$ cat src/rtl/multicycle_core.sv
// multicycle_core: parametrised five-stage (IF/ID/EX/MEM/WB) multi-cycle core
// with internal instruction/data memories, a program-load port, a start/done
// handshake, branches, stores, an illegal-opcode trap and a retired counter.
//
// Handshake: load_en is a write strobe accepted on any rising edge while the
// core sits in IDLE (ignored otherwise). start is a one-cycle request accepted
// on any rising edge in IDLE or HALT; busy rises the next cycle and stays high
// until the program halts, at which point done is held high (with out/err
// valid) until the next accepted start or rst.
module multicycle_core #(
    parameter int DATA_W     = 8,
    parameter int NREG       = 32,
    parameter int IMEM_DEPTH = 64,
    parameter int DMEM_DEPTH = 16,
    parameter int OUT_REG    = 1,
    localparam int PCW = $clog2(IMEM_DEPTH),
    localparam int DAW = $clog2(DMEM_DEPTH),
    localparam int RIW = $clog2(NREG)
) (
    input  logic              clk,
    input  logic              rst,
    input  logic              load_en,
    input  logic [PCW-1:0]    load_addr,
    input  logic [31:0]       load_data,
    input  logic              start,
    output logic              busy,
    output logic              done,
    output logic              err,
    output logic [DATA_W-1:0] out,
    output logic [PCW-1:0]    pc,
    output logic [15:0]       retired,
    output logic [2:0]        dbg_state_o
);

    typedef enum logic [2:0] {
        S_IDLE = 3'd0,
        S_IF   = 3'd1,
        S_ID   = 3'd2,
        S_EX   = 3'd3,
        S_MEM  = 3'd4,
        S_WB   = 3'd5,
        S_HALT = 3'd6
    } state_t;

    localparam logic [5:0] OP_RTYPE = 6'h00;
    localparam logic [5:0] OP_ADDI  = 6'h08;
    localparam logic [5:0] OP_LW    = 6'h23;
    localparam logic [5:0] OP_SW    = 6'h2B;
    localparam logic [5:0] OP_BEQ   = 6'h04;
    localparam logic [5:0] OP_BNE   = 6'h05;
    localparam logic [5:0] OP_J     = 6'h02;
    localparam logic [5:0] OP_HALT  = 6'h3F;

    localparam logic [5:0] FN_ADD = 6'h20;
    localparam logic [5:0] FN_SUB = 6'h22;
    localparam logic [5:0] FN_AND = 6'h24;
    localparam logic [5:0] FN_OR  = 6'h25;
    localparam logic [5:0] FN_SLT = 6'h2A;

    localparam logic [RIW-1:0] OUT_IDX = RIW'(OUT_REG);

    state_t            state_q, state_d;
    logic [PCW-1:0]    pc_q;
    logic [31:0]       ir_q;
    logic [DATA_W-1:0] a_q, b_q, alu_q, mdr_q, out_q;
    logic              taken_q, err_q;
    logic [15:0]       retired_q;
    logic [DATA_W-1:0] regs_q [NREG];

    // Memories are not reset; contents survive rst and start.
    logic [31:0]       imem [IMEM_DEPTH];
    logic [DATA_W-1:0] dmem [DMEM_DEPTH];

    // Instruction field decode from the latched instruction word
    logic [5:0]        op, funct;
    logic [RIW-1:0]    rs_idx, rt_idx, rd_idx;
    logic [DATA_W-1:0] imm_w;
    logic [PCW-1:0]    imm_pc;
    logic              rtype_ok, is_halt, is_legal;

    assign op     = ir_q[31:26];
    assign funct  = ir_q[5:0];
    assign rs_idx = ir_q[21 +: RIW];
    assign rt_idx = ir_q[16 +: RIW];
    assign rd_idx = ir_q[11 +: RIW];
    assign imm_w  = DATA_W'({{16{ir_q[15]}}, ir_q[15:0]});
    // Branch offsets and jump targets both use the low PCW bits of the word.
    assign imm_pc = ir_q[PCW-1:0];

    assign rtype_ok = (op == OP_RTYPE) &&
                      (funct == FN_ADD || funct == FN_SUB || funct == FN_AND ||
                       funct == FN_OR  || funct == FN_SLT);
    assign is_halt  = (op == OP_HALT);
    assign is_legal = rtype_ok || op == OP_ADDI || op == OP_LW || op == OP_SW ||
                      op == OP_BEQ || op == OP_BNE || op == OP_J;

    // Execute-stage ALU result and branch condition
    logic [DATA_W-1:0] alu_d;
    logic              taken_d;

    always_comb begin
        alu_d   = a_q + imm_w;
        taken_d = (op == OP_BEQ) ? (a_q == b_q) : (a_q != b_q);
        if (op == OP_RTYPE) begin
            case (funct)
                FN_ADD:  alu_d = a_q + b_q;
                FN_SUB:  alu_d = a_q - b_q;
                FN_AND:  alu_d = a_q & b_q;
                FN_OR:   alu_d = a_q | b_q;
                FN_SLT:  alu_d = {{(DATA_W-1){1'b0}}, ($signed(a_q) < $signed(b_q))};
                default: alu_d = '0;
            endcase
        end
    end

    // Next PC chosen in MEM: jump target, taken branch, or sequential
    logic [PCW-1:0] pc_seq, pc_d;

    always_comb begin
        pc_seq = pc_q + PCW'(1);
        pc_d   = pc_seq;
        if (op == OP_J)
            pc_d = imm_pc;
        else if ((op == OP_BEQ || op == OP_BNE) && taken_q)
            pc_d = pc_seq + imm_pc;
    end

    // Write-back destination and value
    logic              wr_en;
    logic [RIW-1:0]    wr_idx;
    logic [DATA_W-1:0] wr_val;

    always_comb begin
        wr_en  = 1'b0;
        wr_idx = rt_idx;
        wr_val = alu_q;
        if (op == OP_RTYPE) begin
            wr_en  = 1'b1;
            wr_idx = rd_idx;
        end else if (op == OP_ADDI) begin
            wr_en = 1'b1;
        end else if (op == OP_LW) begin
            wr_en  = 1'b1;
            wr_val = mdr_q;
        end
    end

    // Next-state logic; halt and illegal words leave ID straight for HALT
    always_comb begin
        state_d = state_q;
        case (state_q)
            S_IDLE:  if (start) state_d = S_IF;
            S_IF:    state_d = S_ID;
            S_ID:    state_d = (is_halt || !is_legal) ? S_HALT : S_EX;
            S_EX:    state_d = S_MEM;
            S_MEM:   state_d = S_WB;
            S_WB:    state_d = S_IF;
            S_HALT:  if (start) state_d = S_IF;
            default: state_d = S_IDLE;
        endcase
    end

    // State register
    always_ff @(posedge clk or posedge rst) begin
        if (rst) state_q <= S_IDLE;
        else     state_q <= state_d;
    end

    // Datapath registers, register file, PC and retired counter
    always_ff @(posedge clk or posedge rst) begin
        if (rst) begin
            pc_q      <= '0;
            ir_q      <= '0;
            a_q       <= '0;
            b_q       <= '0;
            alu_q     <= '0;
            mdr_q     <= '0;
            taken_q   <= 1'b0;
            retired_q <= '0;
            out_q     <= '0;
            err_q     <= 1'b0;
            for (int i = 0; i < NREG; i++) regs_q[i] <= '0;
        end else begin
            case (state_q)
                S_IDLE, S_HALT: begin
                    if (start) begin
                        pc_q      <= '0;
                        retired_q <= '0;
                        out_q     <= '0;
                        err_q     <= 1'b0;
                        for (int i = 0; i < NREG; i++) regs_q[i] <= '0;
                    end
                end
                S_IF: ir_q <= imem[pc_q];
                S_ID: begin
                    a_q <= regs_q[rs_idx];
                    b_q <= regs_q[rt_idx];
                    if (is_halt || !is_legal) begin
                        out_q <= regs_q[OUT_IDX];
                        err_q <= !is_halt;
                    end
                end
                S_EX: begin
                    alu_q   <= alu_d;
                    taken_q <= taken_d;
                end
                S_MEM: begin
                    if (op == OP_LW) mdr_q <= dmem[alu_q[DAW-1:0]];
                    pc_q <= pc_d;
                end
                S_WB: begin
                    if (wr_en && wr_idx != '0) regs_q[wr_idx] <= wr_val;
                    if (retired_q != 16'hFFFF) retired_q <= retired_q + 16'd1;
                end
                default: ;
            endcase
        end
    end

    // Program load into instruction memory, accepted only while idle
    always_ff @(posedge clk) begin
        if (!rst && state_q == S_IDLE && load_en) imem[load_addr] <= load_data;
    end

    // Store write on the MEM-exit edge; suppressed if reset is asserted
    always_ff @(posedge clk) begin
        if (!rst && state_q == S_MEM && op == OP_SW) dmem[alu_q[DAW-1:0]] <= b_q;
    end

    assign busy        = (state_q == S_IF) || (state_q == S_ID) || (state_q == S_EX) ||
                         (state_q == S_MEM) || (state_q == S_WB);
    assign done        = (state_q == S_HALT);
    assign err         = err_q;
    assign out         = out_q;
    assign pc          = pc_q;
    assign retired     = retired_q;
    assign dbg_state_o = state_q;

endmodule
$ cat config.mk
export PLATFORM = sky130hd
export DESIGN_NAME = multicycle_core
export DESIGN_NICKNAME = d
export VERILOG_FILES = /design/src/rtl/multicycle_core.sv
export SDC_FILE = /design/constraint.sdc
export NUM_CORES = 2
export LEC_CHECK = 0
export BUFFER_PORTS_ARGS = -buffer_cell sky130_fd_sc_hd__buf_2
export CORE_MARGIN = 10
export CORE_UTILIZATION = 50
export DETAILED_ROUTE_END_ITERATION = 10
export PLACE_DENSITY = 0.65
export SYNTH_ARGS = -nofsm -noshare
export SYNTH_HDL_FRONTEND = slang
export SYNTH_SLANG_ARGS = --single-unit
$ cat constraint.sdc
create_clock -name clk -period 19.4 [get_ports clk]
set_input_delay 1.94 -clock clk [delete_from_list [all_inputs] [get_ports clk]]
set_output_delay 1.94 -clock clk [all_outputs]
set_load 0.02 [all_outputs]
==> results.py <==
metrics = {
    "status": {
        "status": "completed",
    },
    "clock_tree": {
        "cts_tree": "yes",
        "cts_hold_buffers": 0,
        "ctsHtreeMaxLevel": 4,
        "clock_tree.buffer_depth": 3,
        "cts_buffers": 228,
        "cts_resized": 0,
        "clock_sinks": 2336,
        "post_cts_buffers": 0,
        "worstSkewPairLatency_ns": 0.87,
        "cts_root_buffer": "clkbuf_16",
        "clk_pin_slew_ns": 0.06,
    },
    "sta": {
        "hold_viol": 0,
        "setup_viol": 0,
        "fmax_ghz": 0.178,
        "rsz0062_at_grt": "false",
        "period_minus_slack_ns": 5.61,
        "fin_crit_sh_pct": 28.9,
        "layout_setup_ws_ns": 13.79,
        "skew_ns": 0.0698,
        "final_max_slew_viol_count": 0,
        "fin_setup_tns_ns": 0,
        "worst_pin_slew_ns": 1.28,
        "slew_headroom_pct": 14.4,
    },
    "drt": {
        "drc": 0,
        "wire_per_inst_um": 31.9,
        "drt_pass1_iterations": 7,
        "postRouteAntennaNets": 0,
        "drt_iter0_drc": 5844,
        "routed_wl_um": 241000,
        "route.vias.total": 48800,
        "avgViaCountPerCell": 6.46,
    },
    "floorplan": {
        "dieArea_sq_um": 208000,
        "core_area_sq_um": 188000,
        "start_util_pct": 50.5,
        "row_count": 159,
        "io_pins": 78,
        "die_w_um": 456,
        "fp.dieH_um": 456,
    },
    "pwr": {
        "ir_drop_uv": 88.0,
        "p_per_area_nw_per_um2": 129,
        "finalPower_mw": 13.7,
        "leakagePower_nw": 34.3,
    },
    "setup_path": {
        "max_stage_delay_ns": 0.91,
        "crit_path_top_delay_cell": "a211oi_1",
        "cp-end-kind": "register",
        "critPathBufInv": 4,
        "critPathRequiredTime_ns": 20.19,
        "crit_chain": "buf_4, buf_4, buf_12, buf_4, mux4_2, o22ai_1, a211oi_1, a221oi_1, nor2_1",
        "crit_type": "register to register",
        "cp-start-kind": "register",
        "startpoint": "pc[1]",
        "cpMostUsedCell": "buf_4",
        "crit_arrival_ns": 6.40,
        "path_delay_family": "buffers and inverters",
        "reg2reg_from": "pc[1]",
        "path_max_fanout": 92,
    },
    "worst_hold_path": {
        "worstHoldStart": "alu_q[1]",
        "holdCritPathClass": "register to register",
    },
    "synthesis": {
        "synth_compound_area_share_pct": 5.09,
        "synthFlopType": "edfxtp_1",
        "synth_xor_area_share_pct": 0.258,
        "synth_cells": 4744,
        "synthArstFlopShare_pct": 15.1,
        "synth.avg_cell_area_sq_um": 20.0,
        "ys_ff_latch": 2336,
        "synth.net_count": 4828,
        "synthAdderAreaFrac_pct": 0.584,
        "yosysSeqAreaShare_pct": 71.9,
        "synth_top_family_by_area": "multiplexers",
        "yosysWarningCount": 0,
        "synthSimpleGateAreaFrac_pct": 2.51,
        "synth_mux_area_share_pct": 18.0,
        "synth_area_sq_um": 95100,
        "synth_edf_count": 1984,
        "synth.distinct_cells": 76,
    },
    "final_layout": {
        "stdcell_count": 7549,
        "nNetsFinal": 4935,
        "seq_area_sq_um": 68400,
        "final_cell_mix": "edfxtp_1, mux4_2, dfrtp_1",
        "postLayoutCoreUtil_pct": 56.3,
        "fillers": 13900,
        "mostFrequentLayoutCell": "edfxtp_1",
        "drive_above_1_share_pct": 26.6,
        "multi_input_area_sq_um": 25600,
        "areaGrowthSynthToFinish_pct": 11.6,
    },
    "placement": {
        "dp_slack_ns": 13.70,
        "gp_congestion": 0.837,
        "port_buffers": 74,
        "dp_hpwl_um": 136000,
        "dp_cells": 7116,
    },
    "global_routing": {
        "grt_max_degree": 155,
        "antenna_found_initial": 9,
        "grt_util_all_layers_pct": 22.8,
        "grt-ovfl-total": 0,
        "grt_pass1_vias": 48700,
        "grt_pass1_wl_um": 350000,
    },
    "flow_run": {
        "maxCapViolations": 0,
    },
}
[worst reg2reg max path, cell delays in order (launching register included)]
cell	delay, ns
dfrtp_4	0.89
buf_4	0.82
buf_4	0.64
buf_12	0.52
buf_4	0.99
mux4_2	0.45
o22ai_1	0.08
a211oi_1	0.91
a221oi_1	0.11
nor2_1	0.15
[sequential cells by signal, summed over array words and instances (netlist names), 8 cells and up]
| name | count |
|---|---|
| dmem | 128 |
| mdr_q | 8 |
| a_q | 8 |
| alu_q | 8 |
| retired | 16 |
| ir_q | 29 |
| regs_q | 256 |
| imem | 1856 |
| out | 8 |
| b_q | 8 |
[final timing paths]
path | slack, ns | to | depth (start not counted)
max | 13.79 | ir_q[5] | 9
min | 0.48 | alu_q[1] | 1
max reg2reg | 13.79 | ir_q[5] | 9
min reg2reg | 0.48 | alu_q[1] | 1
max in group asynchronous | 16.44 | regs_q[144] | 3
min in group asynchronous | 1.27 | b_q[6] | 2
[final cells by class]
cell class	count	area share [%]
sequential	2336	64.5
multi-input combinational	2043	24.2
clock buffer	297	5.78
tap	2495	2.94
timing repair buffer	195	1.26
clock inverter	130	1.19
inverter	47	0.173
antenna	6	0.0142
[metrics by stage]
step                hold WS, ns  instance area (sq um)
finish                    0.482                 106000
global route              0.501                 106000
CTS                       0.490                 106000
detailed placement        0.476                  98700
global placement          0.465                  98700
floorplan                 0.443                  95100
[report_power, final]
group,total (mW),internal [mW],switching [mW]
combinational,3.39,1.39,2.01
sequential,5.94,5.58,0.350
clock,4.38,2.48,1.90
[Yosys cell counts, drive strengths merged, types with 67 or more instances]
cell type	number	area, sq um
clkbuf	184	691
a22oi	67	503
a21oi	77	385
o2bb2ai	160	1400
a22o	89	780
nor2	193	729
dfrtp	352	8810
mux4	684	15400
nand2	114	435
mux2i	148	1560
buf	134	684
edfxtp	1984	59600
[cells by family after synthesis]
| kind of cell | count (synthesis) |
|---|---|
| buffers and inverters | 365 |
| and+or+nand+nor | 499 |
| DFF | 2336 |
| adders and majority gates | 42 |
| muxes | 843 |
| AOI/OAI and AO/OA | 631 |
| xor gates and xnor gates | 28 |
[per-layer routing]
metal  part of all wire [%]  vias to the layer above  global-route usage [%]
met3                    8.9                      348                    4.12
li1                       -                    20000                       -
met2                     47                     2258                    34.7
met1                     41                    26200                    33.8
met5                 0.0029                        -                       0
met4                    3.0                        2                    6.84
Power figures use the tool's default switching activity.
